File: src/rtl/dma_stream_unpacker.sv
// dma_stream_unpacker: routes tagged DMA words into per-channel FWFT FIFOs
// and serialises each stored word into OUT_W-bit lanes, LSB lane first.

// One channel: register FIFO plus lane sequencer on the lz/vz handshake.
module dma_stream_unpacker_ch #(
  parameter int IN_W  = 32,
  parameter int OUT_W = 16,
  parameter int DEPTH = 16,
  parameter int LVL_W = $clog2(DEPTH) + 1
) (
  input  logic             clk,
  input  logic             reset_n,
  input  logic             push,
  input  logic [IN_W-1:0]  wdata,
  input  logic             vz,
  input  logic             clr,
  output logic             lz,
  output logic [OUT_W-1:0] data,
  output logic [LVL_W-1:0] level
);
  localparam int LANES = IN_W / OUT_W;
  localparam int PTR_W = $clog2(DEPTH);
  localparam int LN_W  = (LANES > 1) ? $clog2(LANES) : 1;

  logic [IN_W-1:0]  mem [DEPTH];
  logic [PTR_W-1:0] wptr, rptr;
  logic [LN_W-1:0]  lane;
  logic [OUT_W-1:0] lane_word;
  logic             xfer, pop;

  assign lz   = (level != '0) & ~clr;
  assign xfer = lz & vz;
  assign pop  = xfer & (lane == LN_W'(LANES - 1));
  assign data = lz ? lane_word : '0;

  // Head word is read straight from the array (first-word-fall-through).
  if (LANES == 1) begin : g_one
    assign lane_word = mem[rptr];
  end else begin : g_multi
    logic [LANES-1:0][OUT_W-1:0] head_l;
    assign head_l    = mem[rptr];
    assign lane_word = head_l[lane];
  end

  // Storage has no reset: a clear or reset only moves pointers.
  always_ff @(posedge clk) begin
    if (push) mem[wptr] <= wdata;
  end

  // Pointer, level and lane state; clear overrides push and pop.
  always_ff @(posedge clk or negedge reset_n) begin
    if (!reset_n) begin
      wptr  <= '0;
      rptr  <= '0;
      lane  <= '0;
      level <= '0;
    end else if (clr) begin
      wptr  <= '0;
      rptr  <= '0;
      lane  <= '0;
      level <= '0;
    end else begin
      if (push) wptr <= wptr + 1'b1;
      if (xfer) begin
        if (pop) begin
          lane <= '0;
          rptr <= rptr + 1'b1;
        end else begin
          lane <= lane + 1'b1;
        end
      end
      case ({push, pop})
        2'b10:   level <= level + 1'b1;
        2'b01:   level <= level - 1'b1;
        default: ;
      endcase
    end
  end
endmodule

module dma_stream_unpacker #(
  parameter int NUM_CH = 3,
  parameter int IN_W   = 32,
  parameter int OUT_W  = 16,
  parameter int DEPTH  = 16,
  localparam int CH_W  = (NUM_CH > 1) ? $clog2(NUM_CH) : 1,
  localparam int LVL_W = $clog2(DEPTH) + 1
) (
  input  logic                    clk,
  input  logic                    reset_n,
  input  logic [IN_W-1:0]         s_data,
  input  logic [CH_W-1:0]         s_ch,
  input  logic                    s_valid,
  output logic                    s_ready,
  output logic [NUM_CH*OUT_W-1:0] ch_data,
  output logic [NUM_CH-1:0]       ch_lz,
  input  logic [NUM_CH-1:0]       ch_vz,
  input  logic [NUM_CH-1:0]       clear_fifo,
  output logic [NUM_CH*LVL_W-1:0] fifo_level,
  output logic                    err_bad_ch,
  input  logic                    err_clr
);
  logic [NUM_CH-1:0][OUT_W-1:0] data_a;
  logic [NUM_CH-1:0][LVL_W-1:0] lvl_a;
  logic [NUM_CH-1:0]            push;
  logic                         ch_ok;

  assign ch_ok      = ({1'b0, s_ch} < (CH_W+1)'(NUM_CH));
  assign ch_data    = data_a;
  assign fifo_level = lvl_a;

  // Ready follows the addressed channel; unknown channels always sink.
  always_comb begin
    s_ready = 1'b1;
    for (int i = 0; i < NUM_CH; i++)
      if (s_ch == CH_W'(i)) s_ready = (lvl_a[i] != LVL_W'(DEPTH)) & ~clear_fifo[i];
  end

  for (genvar i = 0; i < NUM_CH; i++) begin : g_ch
    assign push[i] = s_valid & s_ready & ch_ok & (s_ch == CH_W'(i));
    dma_stream_unpacker_ch #(
      .IN_W(IN_W), .OUT_W(OUT_W), .DEPTH(DEPTH), .LVL_W(LVL_W)
    ) u_ch (
      .clk(clk), .reset_n(reset_n), .push(push[i]), .wdata(s_data),
      .vz(ch_vz[i]), .clr(clear_fifo[i]), .lz(ch_lz[i]),
      .data(data_a[i]), .level(lvl_a[i])
    );
  end

  // Sticky bad-channel flag; clear wins over a simultaneous set.
  always_ff @(posedge clk or negedge reset_n) begin
    if (!reset_n)                      err_bad_ch <= 1'b0;
    else if (err_clr)                  err_bad_ch <= 1'b0;
    else if (s_valid & s_ready & ~ch_ok) err_bad_ch <= 1'b1;
  end
endmodule

File: config.mk
export PLATFORM = sky130hd
export DESIGN_NAME = dma_stream_unpacker
export DESIGN_NICKNAME = d
export VERILOG_FILES = /design/src/rtl/dma_stream_unpacker.sv
export SDC_FILE = /design/constraint.sdc
export NUM_CORES = 1
export LEC_CHECK = 0
export CORE_ASPECT_RATIO = 0.75
export CORE_MARGIN = 4
export CORE_UTILIZATION = 33
export DETAILED_ROUTE_END_ITERATION = 16
export GPL_TIMING_DRIVEN = 0
export HOLD_SLACK_MARGIN = 0.02
export SLEW_MARGIN = 10
export SYNTH_ARGS = -nofsm -noshare
export SYNTH_HDL_FRONTEND = slang
export SYNTH_SLANG_ARGS = --single-unit
File: constraint.sdc
create_clock -name clk -period 11 [get_ports clk]
set_clock_uncertainty 0.1 [all_clocks]
set_input_delay 2.2 -clock clk [delete_from_list [all_inputs] [get_ports clk]]
set_output_delay 2.2 -clock clk [all_outputs]
set_load 0.02 [all_outputs]
After elaboration in Yosys (flattened, before gate mapping)
Memories as Yosys holds them, arrays and structs flattened.
Index checks and enable logic that the tools add are counted.
Storage, ports and cells
  register bits: 43
  bits in writable memories: 1536
  input bits: 44
  output and inout bits: 68
  logic and storage cells: 138
  memories kept: 3
Memories
  g_ch[0].u_ch.mem: words 16, width 32, rd ports 1, clocked after Yosys merged registers in 0, write ports 1, RTL line 25  | logic [IN_W-1:0] mem [DEPTH];
  g_ch[1].u_ch.mem: words 16, width 32, rd ports 1, clocked after Yosys merged registers in 0, write ports 1, RTL line 25
  g_ch[2].u_ch.mem: words 16, width 32, rd ports 1, clocked after Yosys merged registers in 0, write ports 1, RTL line 25
Cells by class
  add/sub/neg operators: 15
  $lt $le $gt $ge: 4
  equality and inequality tests: 11
  muxes and demuxes: 50
  bitwise operators: 22
  reduce and logical (&&, ||, !) cells: 20
Operators by type and width (number)
  two-way mux 16 bit: 9
  two-way mux 4 bit: 15
  case mux 5 bit (2 select lines): 3
  adder 4 x 1 -> 4 bit (second input constant): 6
  two-way mux 1 bit: 20
  nonzero test 2 bit: 10
  bitwise AND 1 bit: 18
  adder 5 x 1 -> 5 bit (second input constant): 3
  two-way mux 5 bit: 3
  inequality test 5 bit (second input constant): 3
  nonzero test 5 bit: 3
  subtractor 5 x 1 -> 5 bit (second input constant): 3
  nonzero test 3 bit: 3
  == test 2 x 1 -> 1 bit (second input constant): 4
  == test 2 bit (second input constant): 4
  < comparator 1 x 2 -> 1 bit (second input constant): 3
  AND reduction 2 bit: 3
  inverter 1 bit: 4
  adder 1 bit (second input constant): 3
  zero test 2 bit: 1
  < comparator 2 bit (second input constant): 1

Depth between registers and ports, before layout
Gate-level depths: netlist (run 1).
  depth in word-level cells: 11
  mapped depth: 12
  gate-level depth less buffers: 10

Hierarchy
A second synthesis (run 1) with hierarchy kept.
Unflattened totals
  cell total of the unflattened synthesis: 2930
  area total of the unflattened synthesis: 62082.0 um^2
Modules (own cells, without submodules)
  dma_stream_unpacker_ch: instances 3, cells each 971, area an instance 20648.6 um^2, sequential area each 15725.1 um^2
  dma_stream_unpacker: instances 1, cells each 17, area an instance 136.4 um^2, sequential area each 25.0 um^2

Worst setup path before layout (run 1)
Ideal clock, no wire load.
  kind: input to register
  start: input s_ch[1]
  end: memory g_ch[0].u_ch.mem[3][0], enable pin
  setup time: 0.502 ns
  arrival: 5.990 ns
  required time: 10.398 ns
  setup slack: 4.408 ns
  stages on the path: 4
  path buffers: 1
  cells stage by stage: nand2b_1 -> a2111o_1 -> clkbuf_1 -> nor4_1
Between the ends
  cells in the longest elaborated chain, start to end: 9
  elaborated cells between the ends (all ways): 12
  classes of those cells: order compare (1); eq/ne (2); mux (5); bitwise (3); reduce/logical (1)
RTL lines
  start, declared: RTL line 92  | input logic [CH_W-1:0] s_ch,
  zero test 2 bit: RTL line 116, 120
  two-way mux 1 bit (3 in series): RTL line 116  | if (s_ch == CH_W'(i)) s_ready = (lvl_a[i] != LVL_W'(DEPTH)) & ~clear_fifo[i];
  bitwise AND 1 bit (2 in series): RTL line 120  | assign push[i] = s_valid & s_ready & ch_ok & (s_ch == CH_W'(i));
  bitwise AND 1 bit *: RTL line 120
  two-way mux 1 bit *: RTL line 47  | if (push) mem[wptr] <= wdata;
  two-way mux 1 bit (not written as such) *: RTL line 47
  end, declared: RTL line 25
Mark *: on every way between the ends. The rest lies on a longest branch, timed or not.

Final worst setup path (run 1)
  start: input clear_fifo[0]
  end: output ch_data[6]
Between the ends
  cells in the longest elaborated chain, start to end: 3
RTL lines
  start, declared: RTL line 98  | input logic [NUM_CH-1:0] clear_fifo,
  inverter 1 bit: RTL line 31  | assign lz = (level != '0) & ~clr;
  bitwise AND 1 bit: RTL line 31
  via g_ch[0].u_ch.lz: RTL line 17  | output logic lz,
  two-way mux 16 bit: RTL line 34  | assign data = lz ? lane_word : '0;
  end, declared: RTL line 95  | output logic [NUM_CH*OUT_W-1:0] ch_data,
The timed path passes the listed nets, and every way through them passes these cells.

==> impl_summary.txt, run 1 <==
----------------------------------------------------
[Status]
  Status ... complete, no violations

[Pwr]
  Peak supply drop ... 0.1263 mV
  Power density of the placed cells ... 163.5 nW/um^2
  Reported leakage power ... approximately 22 nW

[Timing]
  Maximum clock rate ... approximately 0.13 GHz
  Unrepaired setup endpoints after global routing ... no
  Period utilization ... 70.29%
  Post-layout min period ... just under 8 ns
  Worst setup margin ... ~3.3 ns
  Final setup violating endpoints ... 0
  Hold_ws ... just over 0.4 ns
  Tightest Pin Transition ... about 1.2 ns
  Slew HR ... 18.64%
  Count of pins over their slew limit ... 0
  Count of final hold-check violations ... 0

[Worst setup path]
  WP data required ... about 8.7 ns
  Critical path class ... in2out
  Data arrival time of the critical path ... ~5.4 ns
  Delay contributed by the slowest stage of the critical path ... 0.74 ns
  Crit path capture type ... primary output
  Maximum fanout encountered on the critical timing path ... 10
  Type of element launching the critical path ... primary input
  Cell with the largest stage delay on the worst path ... clkdlybuf4s50_1
  Sequence of cells on the critical path ... buf_1 -> a21oi_1 -> nor2b_1 -> clkbuf_1 -> o21ai_0 -> o31ai_1 -> clkdlybuf4s50_1

[Drt]
  Post-route antenna net violation count ... 0
  Total detailed-routing wirelength ... around 160 mm
  Average wire length per cell after detail routing ... 27.17 microns
  Number of DRC markers in iteration 0 ... 4034
  Total vias in the final route ... 32133
  Ratio of routed vias to standard cells ... 5.299
  Post-route DRC ... 0
  First-pass detailed-route iteration total ... 6

[Placement]
  Placement Setup Slack ... 3.285 ns
  Detailed placer's ending HPWL ... 114.6 mm
  Number of port buffers ... around 110
  Routability-driven placement congestion ratio ... 0.8869

[Logic synthesis]
  Synth async-reset ratio ... 2.723%
  Gate count of the mapped netlist ... 3014
  Most frequent cell after synthesis ... edfxtp_1
  Leading cell types by count after synthesis ... edfxtp_1, mux4_2, mux2i_1
  Total standard cell area after synthesis ... roughly 60000 sq um
  Leading cell types by total area after synthesis ... edfxtp_1, mux4_2, mux2i_1
  Syn_nets ... 3079
  Yosys reg bits ... 1579
  Primary FF master, synth ... edfxtp_1
  Count of flip-flops with a built-in enable after synthesis ... 1536
  Number of distinct library cells after synthesis ... 61
  Most area-hungry cell type in the Yosys netlist ... edfxtp_1
  Area share of the largest cell type after synthesis ... 74.81%
  Mean area per synthesized cell ... approximately 20 sq um
  Number of warning messages in the yosys log ... 0
  Seq/Total Area, Yosys ... between 70% and 80%

[Clock network]
  Clock root buffer ... clkbuf_16
  Hold-fix buffer count after cts ... 0
  Maximum root-to-sink buffer count ... 3
  Clock-pin slew of the registers on the worst-case setup and hold paths ... 0.07 ns
  Post-CTS setup-driven buffer insertion count ... 0
  Inserted Clock Buffers ... 147
  Clock tree from TritonCTS ... done
  Number of cells upsized or downsized after cts ... 0
  Number of clock sinks ... ~1600
  Max H-tree Level ... 4
  Source-to-sink clock delay at the later pin of the worst-skew pair ... 0.78 ns

[Floorplan]
  Initial Utilization ... 33.18%
  Core Box Area ... 185800 sq um
  I/O pin total ... roughly 110
  Total die area ... 193900 sq um
  Standard-cell rows ... approximately 140
  Horizontal extent of the die ... around 510 microns
  Height of the die ... 382.3 microns

[Cells and area]
  Layout Nets ... ~3500
  Filler cells ... approximately 17000
  Area delta synth->final ... 18.22%
  Proportion of layout cells with a drive suffix above 1 ... a little under a quarter

[Min path]
  Class of the worst hold path ... reg2reg

[GRT]
  Initial antenna violation count ... 5
  Residual overflow from global routing ... 0
  Global routing usage summed across all routing layers ... 16.79%
  Pin count of the biggest net entering global routing ... 41
  Via count of the first global-routing pass ... 31238
  Wire length of the first global-routing pass ... 234.2 mm

[Job]
  Number of maximum-capacitance violations ... 0

----------------------------------------------------
-- logic make-up (layout without fill, tap and decap cells) --
group	Yosys count	after routing	synth area share, %
AOI/OAI and AO/OA	366	366	4.231
xor gates and xnor gates	25	25	0.3551
adders and majority gates	21	21	0.4262
buffers and inverters	239	785	1.652
DFF	1579	1579	76.56
muxes	550	550	14.78
other	0	2	0
and+or+nand+nor	234	234	2.003
-- critical path, delay by kind of cell --
family          cells  cell delay (ns)
compound gates      3             1.07
simple gates        1             0.72
buf+inv             3             1.43
-- metal layers --
metal | vias up | global-route usage [%] | wire length, microns | part of all wire, %
li1 | 13498 | - | - | -
met1 | 17003 | 25.27 | 74360 | 45
met2 | 1448 | 24.69 | 73010 | 44
met3 | 182 | 3.871 | 14270 | 8.7
met4 | 2 | 3.924 | 3129 | 1.9
met5 | - | 0 | 13 | 0.0079
-- placed cells by master, fill, tap and decap left out, types with 18 or more instances in the layout --
cell type	count
nand2_1	40
clkdlybuf4s50_1	75
mux2i_1	261
o221ai_1	128
clkinv_1	21
buf_4	98
or3_1	36
mux4_2	288
buf_16	18
dfrtp_1	43
clkbuf_16	150
edfxtp_1	1536
a21oi_1	81
o21ai_0	27
inv_1	60
ha_1	21
buf_2	105
clkbuf_1	129
clkinv_2	26
o22ai_1	65
nor2_1	52
buf_12	39
-- final timing paths --
| check | start | endpoint | slack [ns] | cells past startpoint |
|---|---|---|---|---|
| hold reg to reg | err_bad_ch$_DFFE_PN0P_ | err_bad_ch$_DFFE_PN0P_ | 0.41 | 2 |
| setup / recovery | clear_fifo[0] | ch_data[6] | 3.27 | 7 |
| min in group asynchronous | reset_n | g_ch[2].u_ch.rptr[1]$_DFFE_PN0P_ | 1.23 | 1 |
| max in group asynchronous | reset_n | g_ch[0].u_ch.level[4]$_DFFE_PN0P_ | 9.03 | 2 |
| setup reg to reg | g_ch[2].u_ch.level[0]$_DFFE_PN0P_ | g_ch[2].u_ch.mem[5][6]$_DFFE_PP_ | 7.24 | 8 |
| hold / removal | err_bad_ch$_DFFE_PN0P_ | err_bad_ch$_DFFE_PN0P_ | 0.41 | 2 |
-- per-stage QoR --
step	utilization [%]	instance area [sq um]	std cells	TNS, ns	total power, mW
floorplan	-	61650	3014	0	6.789
global placement	35.45	65870	5624	-80.91	6.965
detailed placement	36.66	68120	5797	0	6.985
CTS	39.21	72860	6061	0	12.02
global route	39.23	72890	6063	0	12.30
finish	39.23	72890	6064	0	11.92
-- where the power goes --
| part | leakage [nW] | switching (mW) | internal [mW] |
|---|---|---|---|
| clock | 2.32 | 2.25 | 2.81 |
| combinational | 5.54 | 0.179 | 0.0671 |
| sequential | 14.4 | 0.00445 | 6.60 |
-- registers in the layout (all words and copies together) (netlist names) --
name             flops
g_ch.u_ch.wptr      12
g_ch.u_ch.rptr      12
err_bad_ch           1
g_ch.u_ch.level     15
g_ch.u_ch.lane       3
g_ch.u_ch.mem     1536
-- cell type report --
cell class                      instances  area, sq um  share of cell area (%)
Antenna cell                            2        5.005                0.006866
Buffer                                179        793.3                   1.088
Clock buffer                          192         3981                   5.462
Clock inverter                         72        764.5                   1.049
Inverter                               60        225.2                  0.3090
Multi-Input combinational cell       1196        13680                   18.77
Sequential cell                      1579        47200                   64.76
Tap cell                             2502         3131                   4.295
Timing Repair Buffer                  282         3108                   4.264
(Power assumes the default switching activity.)
==> inputs of run 2 (changes only) <==
Clock period 11 ns to 6.3 ns, I/O delays scaled along.
==> run 2 against run 1 <==
Wire length is essentially flat. Largest cell class unchanged. Critical path type is now reg2out. Core utilization is the same. Largest power group unchanged. Clock power grew 75%. Non-clock buffer count is the same. Flip-flop and latch count is the same. Critical path depth grew 1. First-iteration DRC count is essentially flat. Sequential power grew 74%.
==> impl_summary.txt, run 2 (synthesized netlist as in run 1, its figures left out) <==
----------------------------------------------------
[Pwr]
  Sw Ratio ... roughly 20%
  Peak supply drop ... 0.2207 mV
  Reported leakage power ... 22.27 nW
  Relative contribution of sequential cells to total power ... 55.4%
  Power density of the placed cells ... roughly 290 nW/um^2
  Total power of the final layout ... 20.82 mW
  Part of the power in combinational logic ... 2.1%
  Clock Power Share ... 42.5%
  P_sw ... 4.257 mW
  Internal Power ... ~17 mW

[Floorplan]
  Total die area ... 193900 sq um
  I/O pin total ... 112
  Standard-cell rows ... 137
  Height of the die ... roughly 380 microns
  Initial Utilization ... 33.18%
  Horizontal extent of the die ... 507.1 microns
  Core Box Area ... between 150000 and 200000 sq um

[Worst setup path]
  Type of element launching the critical path ... flop
  Cell family with most CP delay ... buffers and inverters
  Crit path capture type ... primary output
  Worst path buffer plus inverter count ... 4
  Cell type with the highest occurrence count on the critical path ... buf_2
  Maximum fanout encountered on the critical timing path ... 10
  Start of the worst register-to-register path ... g_ch[2].u_ch.level[0]$_DFFE_PN0P_
  Cell with the largest stage delay on the worst path ... o41ai_1
  Critical path class ... reg2out
  Data arrival time of the critical path ... 4.86 ns
  Delay contributed by the slowest stage of the critical path ... 0.97 ns
  WP data required ... 4.94 ns
  Sequence of cells on the critical path ... clkbuf_1 -> buf_2 -> buf_2 -> mux2i_1 -> o221ai_1 -> o22ai_1 -> o41ai_1 -> clkdlybuf4s50_1
  Slack of the worst reg-to-reg path ... ~2.5 ns
  Reg2reg end ... g_ch[2].u_ch.mem[5][6]$_DFFE_PP_
  Cell count of the worst reg-to-reg path ... 8

[Cells and area]
  Proportion of layout cells with a drive suffix above 1 ... 23.57%
  Filler cells ... 16591
  Commonest non-fill, non-tap cells in the layout ... edfxtp_1, mux4_2, mux2i_1
  Top flop regs ... g_ch.u_ch.mem x1536, g_ch.u_ch.level x15
  Top register by number of flip-flops ... g_ch.u_ch.mem
  Layout Nets ... between 3000 and 4000
  Area delta synth->final ... 18.22%
  Most common cell after layout, fill and taps aside ... edfxtp_1
  Number of flip-flops in the largest register ... 1536

[Drt]
  Total vias in the final route ... 32203
  Average wire length per cell after detail routing ... approximately 27 microns
  Ratio of routed vias to standard cells ... 5.311
  First-pass detailed-route iteration total ... 5
  Post-route antenna net violation count ... 0
  Number of DRC markers in iteration 0 ... just over 4000
  Post-route DRC ... 0
  Total detailed-routing wirelength ... 164.7 mm

[Timing]
  Count of pins over their slew limit ... 0
  Hold_ws ... 0.2856 ns
  Period utilization ... 98.77%
  Slew HR ... a little under a fifth
  Accumulated negative setup slack ... 0 ns
  Post-layout min period ... 6.222 ns
  Maximum clock rate ... 0.1607 GHz
  Unrepaired setup endpoints after global routing ... no
  Tightest Pin Transition ... 1.221 ns
  Count of final hold-check violations ... 0
  Final setup violating endpoints ... 0

[Clock network]
  Number of clock sinks ... roughly 1600
  Inserted Clock Buffers ... 147
  Post-CTS setup-driven buffer insertion count ... 0
  Maximum root-to-sink buffer count ... 3
  Hold-fix buffer count after cts ... 0
  Clock root buffer ... clkbuf_16
  Source-to-sink clock delay at the later pin of the worst-skew pair ... 0.78 ns
  Number of cells upsized or downsized after cts ... 0
  Clock tree from TritonCTS ... done
  Max H-tree Level ... 4
  Clock-pin slew of the registers on the worst-case setup and hold paths ... around 0.07 ns

[GRT]
  Pin count of the biggest net entering global routing ... just over 40
  Global routing usage summed across all routing layers ... 16.80%
  Residual overflow from global routing ... 0
  Via count of the first global-routing pass ... 31211
  Initial antenna violation count ... 5
  Wire length of the first global-routing pass ... 234.3 mm

[Min path]
  Class of the worst hold path ... in2async

[Status]
  Status ... complete, no violations

[Placement]
  Number of port buffers ... roughly 110
  Routability-driven placement congestion ratio ... 0.8869
  Detailed placer's ending HPWL ... approximately 110 mm

[Job]
  Number of maximum-capacitance violations ... 0

----------------------------------------------------
run 2: cell type report:
type | instances | area, sq um | share of cell area [%]
repair buffers | 282 | 3108 | 4.264
inverters | 60 | 225.2 | 0.3090
clock buffers | 192 | 3981 | 5.462
clock inverters | 72 | 764.5 | 1.049
well taps | 2502 | 3131 | 4.295
plain buffers | 179 | 793.3 | 1.088
multi-input cells | 1196 | 13680 | 18.77
diodes | 2 | 5.005 | 0.006866
flip-flops and latches | 1579 | 47200 | 64.76
run 2: metal layers:
layer  GRT usage [%]  up-vias  wire, microns
met3           3.871      197          15000
met1           25.29    17019          73500
met5               0        -             13
met2           24.70     1484          73050
met4           3.892        2           3124
li1                -    13501              -
run 2: worst max-delay path by stage:
stage,depth (start not counted),end,startpoint,slack [ns]
CTS,8,ch_data[28],g_ch[1].u_ch.rptr[0]$_DFFE_PN0P_,0.09
global route,8,ch_data[28],g_ch[1].u_ch.rptr[0]$_DFFE_PN0P_,0.01
global placement,5,g_ch[2].u_ch.mem[2][26]$_DFFE_PP_,s_ch[1],-4.38
finish,8,ch_data[22],g_ch[1].u_ch.rptr[0]$_DFFE_PN0P_,0.08
floorplan,4,g_ch[0].u_ch.mem[3][0]$_DFFE_PP_,s_ch[1],0.65
detailed placement,7,ch_data[4],clear_fifo[0],0.46
run 2: stage by stage:
step | util (%) | cells | instance area (sq um) | setup WS [ns]
after floorplan | - | 3014 | 61650 | 0.6483
after global placement | 35.45 | 5624 | 65870 | -4.384
after detailed placement | 36.66 | 5797 | 68120 | 0.4647
after CTS | 39.21 | 6061 | 72860 | 0.08508
after global routing | 39.23 | 6063 | 72890 | 0.01079
final | 39.23 | 6064 | 72890 | 0.07765
run 2: power groups by stage:
stage,clock [mW],sequential [mW],combinational [mW]
after global routing,9.49,11.5,0.457
after CTS,9.02,11.5,0.435
final,8.85,11.5,0.429
after floorplan,0,11.8,0.0865
after detailed placement,0,11.8,0.434
after global placement,0,11.8,0.369
